===== src/rtl/debug_probe_display.sv =====
// Board-level probe viewer: selects, snapshots and pages a probe channel onto a 4-digit 7-seg display and a LED bank.
// Latency: snapshot 1 cycle after sel/probe; display/LED outputs registered 1 cycle after page/digit state.
// Backpressure: none; free-running scan, sel/freeze/auto_mode are levels, page_step is a single-cycle pulse.
module debug_probe_display #(
    parameter int NCH         = 12,
    parameter int W           = 32,
    parameter int REFRESH_CYC = 100000,
    parameter int SCROLL_CYC  = 100000000,
    localparam int SELW       = (NCH > 1) ? $clog2(NCH) : 1
) (
    input  logic             clk,
    input  logic             resetn,
    input  logic [NCH*W-1:0] probe_bus,
    input  logic [SELW-1:0]  sel,
    input  logic             freeze,
    input  logic             auto_mode,
    input  logic             page_step,
    output logic [6:0]       seg,
    output logic [3:0]       anode,
    output logic             dp,
    output logic [15:0]      led
);
    localparam int NPAGE = (W + 15) / 16;
    localparam int PW    = (NPAGE > 1) ? $clog2(NPAGE) : 1;
    localparam int RW    = $clog2(REFRESH_CYC);
    localparam int SW    = $clog2(SCROLL_CYC);

    logic [W-1:0]          snap;
    logic [W-1:0]          ch_sel;
    logic [16*NPAGE-1:0]   snap_pad;
    logic [15:0]           win;
    logic [3:0]            nib;
    logic [SELW-1:0]       sel_q;
    logic                  frz_q;
    logic [PW-1:0]         page;
    logic [PW-1:0]         page_nxt;
    logic [SW-1:0]         scroll_cnt;
    logic [RW-1:0]         refresh_cnt;
    logic [1:0]            digit;
    logic                  sel_chg;
    logic                  scroll_end;
    logic                  refresh_end;

    // Unmatched select values (sel >= NCH) fall through to the all-ones default.
    always_comb begin
        ch_sel = '1;
        for (int k = 0; k < NCH; k++) begin
            if (sel == SELW'(k)) ch_sel = probe_bus[k*W +: W];
        end
    end

    always_comb begin
        snap_pad        = '0;
        snap_pad[W-1:0] = snap;
        win             = '0;
        for (int p = 0; p < NPAGE; p++) begin
            if (page == PW'(p)) win = snap_pad[p*16 +: 16];
        end
    end

    assign nib         = win[{digit, 2'b00} +: 4];
    assign sel_chg     = (sel != sel_q);
    assign scroll_end  = (scroll_cnt == SW'(SCROLL_CYC - 1));
    assign refresh_end = (refresh_cnt == RW'(REFRESH_CYC - 1));
    assign page_nxt    = (page == PW'(NPAGE - 1)) ? '0 : page + PW'(1);

    function automatic logic [6:0] hex7(input logic [3:0] v);
        case (v)
            4'h0: hex7 = 7'b1000000;
            4'h1: hex7 = 7'b1111001;
            4'h2: hex7 = 7'b0100100;
            4'h3: hex7 = 7'b0110000;
            4'h4: hex7 = 7'b0011001;
            4'h5: hex7 = 7'b0010010;
            4'h6: hex7 = 7'b0000010;
            4'h7: hex7 = 7'b1111000;
            4'h8: hex7 = 7'b0000000;
            4'h9: hex7 = 7'b0010000;
            4'hA: hex7 = 7'b0001000;
            4'hB: hex7 = 7'b0000011;
            4'hC: hex7 = 7'b1000110;
            4'hD: hex7 = 7'b0100001;
            4'hE: hex7 = 7'b0000110;
            default: hex7 = 7'b0001110;
        endcase
    endfunction

    always_ff @(posedge clk or negedge resetn) begin
        if (!resetn) begin
            snap  <= '0;
            sel_q <= '0;
            frz_q <= 1'b0;
        end else begin
            sel_q <= sel;
            frz_q <= freeze;
            if (!freeze) snap <= ch_sel;
        end
    end

    // A select change restarts paging and takes priority over step and scroll expiry.
    always_ff @(posedge clk or negedge resetn) begin
        if (!resetn) begin
            page       <= '0;
            scroll_cnt <= '0;
        end else begin
            if (sel_chg) begin
                page <= '0;
            end else if (auto_mode) begin
                if (scroll_end) page <= page_nxt;
            end else if (page_step) begin
                page <= page_nxt;
            end

            if (!auto_mode || sel_chg || scroll_end) scroll_cnt <= '0;
            else                                     scroll_cnt <= scroll_cnt + SW'(1);
        end
    end

    always_ff @(posedge clk or negedge resetn) begin
        if (!resetn) begin
            refresh_cnt <= '0;
            digit       <= 2'd0;
        end else begin
            if (refresh_end) begin
                refresh_cnt <= '0;
                digit       <= digit + 2'd1;
            end else begin
                refresh_cnt <= refresh_cnt + RW'(1);
            end
        end
    end

    always_ff @(posedge clk or negedge resetn) begin
        if (!resetn) begin
            anode <= 4'b1110;
            seg   <= 7'b1000000;
            dp    <= 1'b1;
            led   <= 16'h0000;
        end else begin
            anode <= ~(4'b0001 << digit);
            seg   <= hex7(nib);
            dp    <= ~(frz_q && (digit == 2'd3));
            led   <= {8'(sel), 4'(page), freeze, auto_mode, 2'b00};
        end
    end
endmodule


===== config.mk =====
export PLATFORM = sky130hd
export DESIGN_NAME = debug_probe_display
export DESIGN_NICKNAME = d
export VERILOG_FILES = /design/src/rtl/debug_probe_display.sv
export SDC_FILE = /design/constraint.sdc
export NUM_CORES = 1
export LEC_CHECK = 0
export ABC_AREA = 1
export CELL_PAD_IN_SITES_DETAIL_PLACEMENT = 1
export CELL_PAD_IN_SITES_GLOBAL_PLACEMENT = 2
export CORE_AREA = 2 2 194 234
export CTS_CLUSTER_SIZE = 20
export DETAILED_ROUTE_END_ITERATION = 7
export DIE_AREA = 0 0 196 236
export MAX_ROUTING_LAYER = met4
export PLACE_DENSITY_LB_ADDON = 0.1
export SYNTH_ARGS = -nofsm -noshare
export SYNTH_HDL_FRONTEND = slang
export SYNTH_SLANG_ARGS = --single-unit

===== constraint.sdc =====
create_clock -name clk -period 2.9 [get_ports clk]
set_input_delay 0.29 -clock clk [delete_from_list [all_inputs] [get_ports clk]]
set_output_delay 0.29 -clock clk [all_outputs]
set_load 0.01 [all_outputs]

==> results of run 1 <==
-- how the worst min path moves through the flow --
stage,endpoint,slack (ps),cells after the start
global route,scroll_cnt[19],470,2
floorplan,anode[0],-6,0
finish,scroll_cnt[19],420,2
detailed placement,scroll_cnt[19],290,1
global placement,scroll_cnt[19],290,1
CTS,scroll_cnt[19],430,2
-- flip-flops by register name, summed over array words and instances, names as in the netlist --
signal and count:
page 1, anode 4, seg 7, led 4
snap 32, dp 1, scroll_cnt 27, sel_q 3
digit 2, refresh_cnt 17
-- worst max-delay path, delay by kind of cell (launching register included) --
family	cells	cell delay, ps
AO/OA/AOI/OAI	4	820
adder cells (fa/ha/maj)	1	310
buffers and inverters	5	600
flip-flops	1	530
AND/OR/NAND/NOR	1	90
-- kinds of logic (layout without fill, tap and decap cells) --
kind of cell | after synthesis | in the layout
compound gates | 144 | 144
buf+inv | 257 | 646
other cells | 1 | 35
flops | 98 | 98
xor+xnor | 23 | 23
simple gates | 830 | 830
fa+ha+maj | 12 | 12
-- synthesized netlist by cell type (8+ instances only) --
| cell | n |
|---|---|
| sky130_fd_sc_hd__nand2_1 | 359 |
| sky130_fd_sc_hd__inv_1 | 180 |
| sky130_fd_sc_hd__nor2_1 | 113 |
| sky130_fd_sc_hd__o21ai_0 | 101 |
| sky130_fd_sc_hd__dfrtp_1 | 93 |
| sky130_fd_sc_hd__nand4_1 | 78 |
| sky130_fd_sc_hd__or2_2 | 75 |
| sky130_fd_sc_hd__nand3_1 | 49 |
| sky130_fd_sc_hd__nand3b_1 | 48 |
| sky130_fd_sc_hd__or2_1 | 43 |
| sky130_fd_sc_hd__clkbuf_1 | 31 |
| sky130_fd_sc_hd__buf_2 | 20 |
| sky130_fd_sc_hd__o21ai_1 | 20 |
| sky130_fd_sc_hd__xor2_1 | 20 |
| sky130_fd_sc_hd__nor3_1 | 19 |
| sky130_fd_sc_hd__buf_4 | 16 |
| sky130_fd_sc_hd__or2_0 | 14 |
| sky130_fd_sc_hd__ha_1 | 12 |
| sky130_fd_sc_hd__nor4_1 | 10 |
| sky130_fd_sc_hd__a21oi_1 | 8 |
| sky130_fd_sc_hd__nor3b_1 | 8 |
-- cell type report --
type	instances	area, sq um	share of cell area (%)
Timing Repair Buffer	446	4460	32.2
Clock inverter	3	40.0	0.289
Antenna cell	26	65.1	0.469
Inverter	186	698	5.03
Clock buffer	11	253	1.82
Multi-Input combinational cell	1018	5180	37.4
Tap cell	565	707	5.10
Sequential cell	98	2460	17.7
-- routing by layer --
| layer | track usage [%] | vias up |
|---|---|---|
| met4 | 8.84 | 0 |
| met5 | - | - |
| met1 | 24.5 | 4938 |
| met3 | 4.60 | 52 |
| li1 | - | 5138 |
| met2 | 40.0 | 296 |
-- power by group through the flow --
stage	logic [mW]	registers, mW	clock network (mW)
floorplan	0.475	1.55	0
global placement	1.36	1.57	0
detailed placement	1.37	1.57	0
CTS	1.38	1.54	1.29
global route	1.49	1.55	1.35
finish	1.35	1.54	1.23
-- timing repair --
action / in CTS / in global routing
hold buffers: 1 / 0
endpoints found under the hold margin: 29 / 0
buffers inserted: 0 / 0
resized for setup: 0 / 0
-- layout by cell type, fill, tap and decap left out, types with 6 or more instances in the layout --
master                            count
sky130_fd_sc_hd__clkbuf_16            9
sky130_fd_sc_hd__nand2_1            359
sky130_fd_sc_hd__nand4_1             78
sky130_fd_sc_hd__nor3b_1              8
sky130_fd_sc_hd__o21ai_0            101
sky130_fd_sc_hd__diode_2             26
sky130_fd_sc_hd__conb_1               9
sky130_fd_sc_hd__ha_1                12
sky130_fd_sc_hd__nand3b_1            48
sky130_fd_sc_hd__or2_0               14
sky130_fd_sc_hd__inv_1              180
sky130_fd_sc_hd__or2_1               43
sky130_fd_sc_hd__nor2_4               6
sky130_fd_sc_hd__xor2_1              20
sky130_fd_sc_hd__o21ai_1             20
sky130_fd_sc_hd__nor2_1             113
sky130_fd_sc_hd__nor4_1              10
sky130_fd_sc_hd__clkdlybuf4s50_1    410
sky130_fd_sc_hd__nor3_1              19
sky130_fd_sc_hd__dfrtp_1             93
sky130_fd_sc_hd__buf_4               28
sky130_fd_sc_hd__buf_12               7
sky130_fd_sc_hd__nand3_1             49
sky130_fd_sc_hd__or2_2               75
sky130_fd_sc_hd__a21oi_1              8
-- stage by stage --
stage | hold slack (ps) | area (sq um) | total power, mW | setup WS, ps | instances
after floorplan | -5.59 | 8700 | 2.02 | 825 | 1373
after global placement | 288 | 13500 | 2.93 | 277 | 2312
after detailed placement | 286 | 13500 | 2.94 | 236 | 2312
after CTS | 433 | 13800 | 4.21 | 432 | 2327
after global routing | 468 | 13900 | 4.39 | 153 | 2353
final | 425 | 13900 | 4.12 | 439 | 2353
==> results.txt, run 1 <==
The flow ran to the end, and the final reports show no timing, DRC or antenna violations. The slew at the pin closest to its max-slew limit came out at about 620 ps. The die span in y came out at 236 microns. The synthesized netlist devotes 1.73% of its cell area to adder and majority cells.

The critical path data arrival time came out at between 2000 and 3000 ps. The combinational share of power came out at between 30% and 40%. The standby leakage power is between 5 and 6 nW. The share of the core filled with cells came out at 31.3%. The number of search-and-repair iterations in the first detailed-routing pass is 4. The cell type of the slowest stage on the worst timing path is sky130_fd_sc_hd__dfrtp_1. Yosys mapped a number of flops with a built-in enable equal to 0. The number of antenna violations at the first check in global routing is 26.

The switching component of the power came out at 1.21 mW. The most critical setup path has its endpoint at seg[3]. The via count of the first global-routing pass was 11.4k. After synthesis, the cell types taking the most area are sky130_fd_sc_hd__dfrtp_1 27%, sky130_fd_sc_hd__nand2_1 16%, sky130_fd_sc_hd__inv_1 7.8%, sky130_fd_sc_hd__o21ai_0 5.8%, sky130_fd_sc_hd__nand4_1 5.6%. The worst register-to-register path ends at seg[3]. The simple logic cell fraction of the synthesized area came out at 46.6%. The final hold violation count is 0. The post-synth design cell area came out at around 8700 sq um. Traced cell by cell, the critical path runs through inv_2, o21ai_0, o22ai_1, inv_1, o21ai_1, inv_1, ha_1, inv_1, nor2_1, inv_1, a21o_1.

The yosys synthesis warning count is 0. The cell at the root of the clock tree is sky130_fd_sc_hd__clkbuf_16. The async set-or-reset flop fraction in the synthesized netlist is 100%. The number of cells on the worst reg-to-reg path is 11.

For the final routed database, the setup TNS stands at 0 ps. The average via count per standard cell is ~4.4. The net switching share of the total power is 29.2%. The clock skew came out at approximately 11 ps. Detailed placement ended at an HPWL of roughly 44 mm. At the worst endpoint, the required time is 3150 ps. Summing over every cut layer, the via total after detailed routing is roughly 10k. Routability-driven placement finished with a final weighted congestion of a little over 0.9. The relative area change from synthesis to final layout is 60.0%. The violation count after the first detailed-routing iteration came out at 332. The mean instance size in the synthesized netlist came out at 6.35 sq um. The mux cell area share after synthesis came out at 0%. The number of instances in the synthesized netlist came out at 1365. The total routed wire length on the met1 layer came out at 20.2 mm.

After layout, the minimum clock period comes to ~2500 ps. The worst relative slew slack came out at 58.3%. The standard cell core area came out at around 44000 sq um. In this run the core area contains 85 standard-cell rows. The delay of the slowest critical-path stage is 530 ps. The uppermost layer routed is met4. In the finished design, the share of the clock period the worst path needs comes to 84.9%. In this run, CTS created clock tree buffers numbering 9.

The port buffer count came out at 411. The portion of total power attributed to sequential cells came out at between 30% and 40%. The count of unique library cells instantiated by Yosys is 40.

The launch instance of the worst register-to-register path is page. The compound-gate portion of the synthesized area came out at 8.72%. The total of flip-flops plus latches after synthesis came out at 98.

The max-slew violation count is 0. In this run the worst setup path begins at page. The length of routed met2 wiring came out at 26.6 mm. The first global-routing pass estimated approximately 74 mm of wire. The worst-case clock buffer depth is 2. By startpoint and endpoint, the worst setup path is classified as register to register. The part of the total power dissipated in the clock network is approximately 30%. Summed over its instances, the top area cell type makes up between 20 and 30% of the synthesized netlist area. In the synthesized netlist the dominant register cell turns out to be sky130_fd_sc_hd__dfrtp_1. The tightest min-delay check is of the primary input to asynchronous set/reset pin type.

The routed length per placed instance came out at 21.5 microns. After synthesis, the largest family of logic cells by area is simple AND/OR/NAND/NOR gates. The total number of nets in the final design came out at around 2.2k. Summed over all layers, the routed wires come to between 50 and 60 mm.

The routed design uses 2.54 mm of met3 wire. The CTS clock-pin slew for the worst setup and hold paths is 70 ps. The full die area came out at 46300 sq um.

The total clock sinks came out at 98. Setup repair after global routing left no endpoint under its margin. The total global-route track usage came out at 22.5%. For this run, the register share of the synthesized area comes to between 20 and 30%.

VDD sags by at most 0.000222 V. Among the stages of the critical path, the cell type that occurs most often is sky130_fd_sc_hd__inv_1. The number of nets with antenna violations after routing came out at 0. STA classifies the critical path startpoint as a register. Dividing total power by cell area gives a power density of 297 nW/um^2. The nature of the critical path endpoint is a register. The setup slack of the most critical reg-to-reg path came out at approximately 440 ps.

The number of failing setup endpoints in the final timing report came out at 0. The total of fill cells in the finished design came out at 5537. The die width is approximately 200 microns. CTS built an H-tree with a depth of 3. The reported max-cap violation count came out at 0. The pin count of the biggest net entering global routing is 50. The number of ports placed on the die boundary is 421. Of all nets on the critical path, the largest fanout is 16. The total grt overflow came out at 0. Of the cells placed in the final design, the portion with a size suffix greater than 1 is under 10%.

The cell type with the largest total area after synthesis is sky130_fd_sc_hd__dfrtp_1. Once the floorplan was initialized, standard cells occupied between 10% and 20% of the core. The TritonCTS clock tree is yes. The timing-limited maximum frequency came out at 406 MHz. The clock latency reported for the late side of the worst-skew pair came out at 360 ps. The post-detailed-route DRC marker count is 0. The xor and xnor fraction of the mapped netlist area came out at under 10%. The internal power of the cells totals between 2 and 3 mW.
Note: power is estimated with default switching activity, not from simulation.
==> inputs of run 2 (changes only) <==
Settings changed: CORE_AREA 2 2 194 234 to 2 2 204 246, DIE_AREA 0 0 196 236 to 0 0 206 248.
Clock period 2.9 ns to 2.21 ns, I/O delays scaled along.
==> results.txt, run 2 (synthesis gave the netlist of run 1 again) <==
The CTS clock-pin slew for the worst setup and hold paths came out at 70 ps (about the same). The delay of the slowest critical-path stage came out at 550 ps (+20 ps). The number of ports placed on the die boundary came out at 421 (unchanged).

The port buffer count is 411 (unchanged). The area of placed instances came out at 14000 sq um (+3.9%). The total global-route track usage is 20.2% (-2.3 points). The HPWL reported at the end of detailed placement came out at 43.4 mm (-0.13%). The standby leakage power came out at 6.10 nW (+4.2%). The full die area came to 51100 sq um (+10%). The number of placement rows is 89 (+4.7%). STA classifies the critical path endpoint as a register. The relative area change from synthesis to final layout is 65.6%. The worst-path maximum fanout was 14 (-2). The power per standard cell area came to 372 nW/um^2 (+25%). The number of search-and-repair iterations in the first detailed-routing pass was 4 (unchanged). The largest registers in the layout are snap (32), scroll_cnt (27), refresh_cnt (17). The die span in y is 248 microns (+5.1%). The shortest clock period the worst path allows after layout came out at 2050 ps.

The most numerous cell type found on the critical path is sky130_fd_sc_hd__nand2_1. The reported max-cap violation count came out at 0 (unchanged). The max-slew violation count is 0 (unchanged). The critical path required time is 2510 ps (-640 ps). Setup repair after global routing left no endpoint under its margin. The total CTS buffers came out at 9 (unchanged). For this design, the slowest cell found on the critical path is sky130_fd_sc_hd__clkdlybuf4s50_1.

The critical path data arrival time came out at 2350 ps (-360 ps). The total of fill cells in the finished design is 6056 (+9.4%). The average via count per standard cell came out at 4.24 (-4.2%). The maximum vdd ir drop came out at 0.000385 V (+73%). The fraction of layout cells with a size suffix above 1 came out at 11.2% (+2.6 points).

The die width came out at 206 microns (+5.1%). The flip-flop count of the largest register after layout came out at 32 (unchanged). The post-detailed-route DRC marker count is 0 (unchanged). snap holds more flip-flops than any other register. The number of failing setup endpoints in the final timing report is 0 (unchanged). The worst-case clock buffer depth is 2 (unchanged). The final setup TNS came out at 0 ps (unchanged). The worst relative slew slack is 61.8% (+3.5 points). TritonCTS built the clock tree. The total number of nets in the final design came out at 2214 (+2.3%).

The type of element launching the critical path is a primary input. In this run the clock root is driven by a sky130_fd_sc_hd__clkbuf_16. The clock skew came out at 13.8 ps (+2.83 ps). The leading cell type in the layout, fill and taps excluded is sky130_fd_sc_hd__clkdlybuf4s50_1.

The number of nets with antenna violations after routing is 0 (unchanged). The pin count of the biggest net entering global routing was 53 (+6.0%). The final hold violation count is 0 (unchanged). The last weighted congestion value of the routability-driven placer is 0.876 (-3.7%). The timing-limited maximum frequency came out at 488 MHz.

The total grt overflow is 0 (unchanged). The worst slack on hold paths is 232 ps (-193 ps). The routed wire length is 50.1 mm (-1.0%).

The post-route cell area was 14400 sq um (+3.5%). The number of buffers inserted to repair setup after CTS came out at 0 (unchanged). The deepest level of the CTS H-tree came to 3 (unchanged).

The vias after detailed routing was 10.5k (+0.50%). The clock latency reported for the late side of the worst-skew pair came out at 370 ps (about the same). The total clock sinks is 98 (unchanged). The standard cell core area was 48800 sq um (+10%). The slew at the pin closest to its max-slew limit is 568 ps (-54.4 ps).

The first-pass GRT wire length is 73.0 mm (-1.1%). The top cell types in the final layout, fill and taps aside, are 410 x sky130_fd_sc_hd__clkdlybuf4s50_1, 359 x sky130_fd_sc_hd__nand2_1, 179 x sky130_fd_sc_hd__inv_1. The number of antenna violations at the first check in global routing is 18 (-31%). The routed length per placed instance came to 20.3 microns (-5.7%). The tightest min-delay check is of the primary input to asynchronous set/reset pin type. The post-route clock period utilization is 92.8%. The number of cells on the worst reg-to-reg path came to 10 (-1). The total power was 5.34 mW (+30%). By startpoint and endpoint, the worst setup path is classified as primary input to register. The flow ran to the end, and the final reports show no timing, DRC or antenna violations.

The critical path goes through clkdlybuf4s50_1, buf_4, nand2_4, buf_4, nor2_4, buf_4, nand2_1, nand2_1, nand4_1, nand2_1, nand4_1, nand2_1, nand2_1, nand2_1. The violation count after the first detailed-routing iteration is 238 (-28%). The effective utilization at floorplan came out at 17.8% (-1.8 points).

The via count of the first global-routing pass came out at 11.6k (+1.5%).
==> run 2: worst paths after layout <==
| check | startpoint | to | slack (ps) |
|---|---|---|---|
| min in group clk | auto_mode | led[2] | 380 |
| max in group asynchronous | resetn | snap[8] | 1210 |
| hold / removal | resetn | scroll_cnt[23] | 230 |
| hold reg to reg | led[3] | dp | 430 |
| setup reg to reg | scroll_cnt[1] | scroll_cnt[22] | 200 |
| setup / recovery | sel[1] | snap[10] | 160 |
==> run 2: where the power goes <==
| group | switching, mW | total (mW) | internal [mW] |
|---|---|---|---|
| sequential | 0.0821 | 2.01 | 1.93 |
| clock | 0.709 | 1.51 | 0.796 |
| combinational | 0.803 | 1.83 | 1.03 |
| total | 1.59 | 5.34 | 3.75 |
==> run 2: timing repair <==
action / CTS / global route
endpoints found under the hold margin: 44 / 0
hold buffers: 1 / 0
setup endpoints to repair: 0 / 7
gates resized for setup: 0 / 6
==> run 2: final cells by class <==
| class | instances | area, sq um | share of cell area, % |
|---|---|---|---|
| multi-input combinational | 1018 | 5190 | 36.2 |
| timing repair buffer | 496 | 4900 | 34.2 |
| clock inverter | 1 | 5.00 | 0.0349 |
| sequential | 98 | 2460 | 17.1 |
| inverter | 186 | 698 | 4.86 |
| antenna | 17 | 42.5 | 0.296 |
| clock buffer | 15 | 258 | 1.80 |
| tap | 637 | 797 | 5.55 |
==> run 2: critical path, delay by kind of cell <==
family                 cells  cell delay [ps]
buffers and inverters      4             1100
and+or+nand+nor           10             1020
==> run 2: metrics by stage <==
stage	instances	utilization, %	setup slack (ps)
2_1_floorplan	1373	-	135
4_1_cts	2451	29.3	53.4
3_3_place_gp	2434	28.8	-186
3_5_place_dp	2434	28.8	-222
6_report	2468	29.4	160
5_1_grt	2468	29.4	10.8
==> run 2: routing by layer <==
metal	GRT usage, %	up-vias	routed length (microns)
li1	-	5239	-
met1	21.6	4964	19500
met2	37.4	252	27300
met3	5.03	21	2900
met4	4.08	0	492
met5	-	-	0
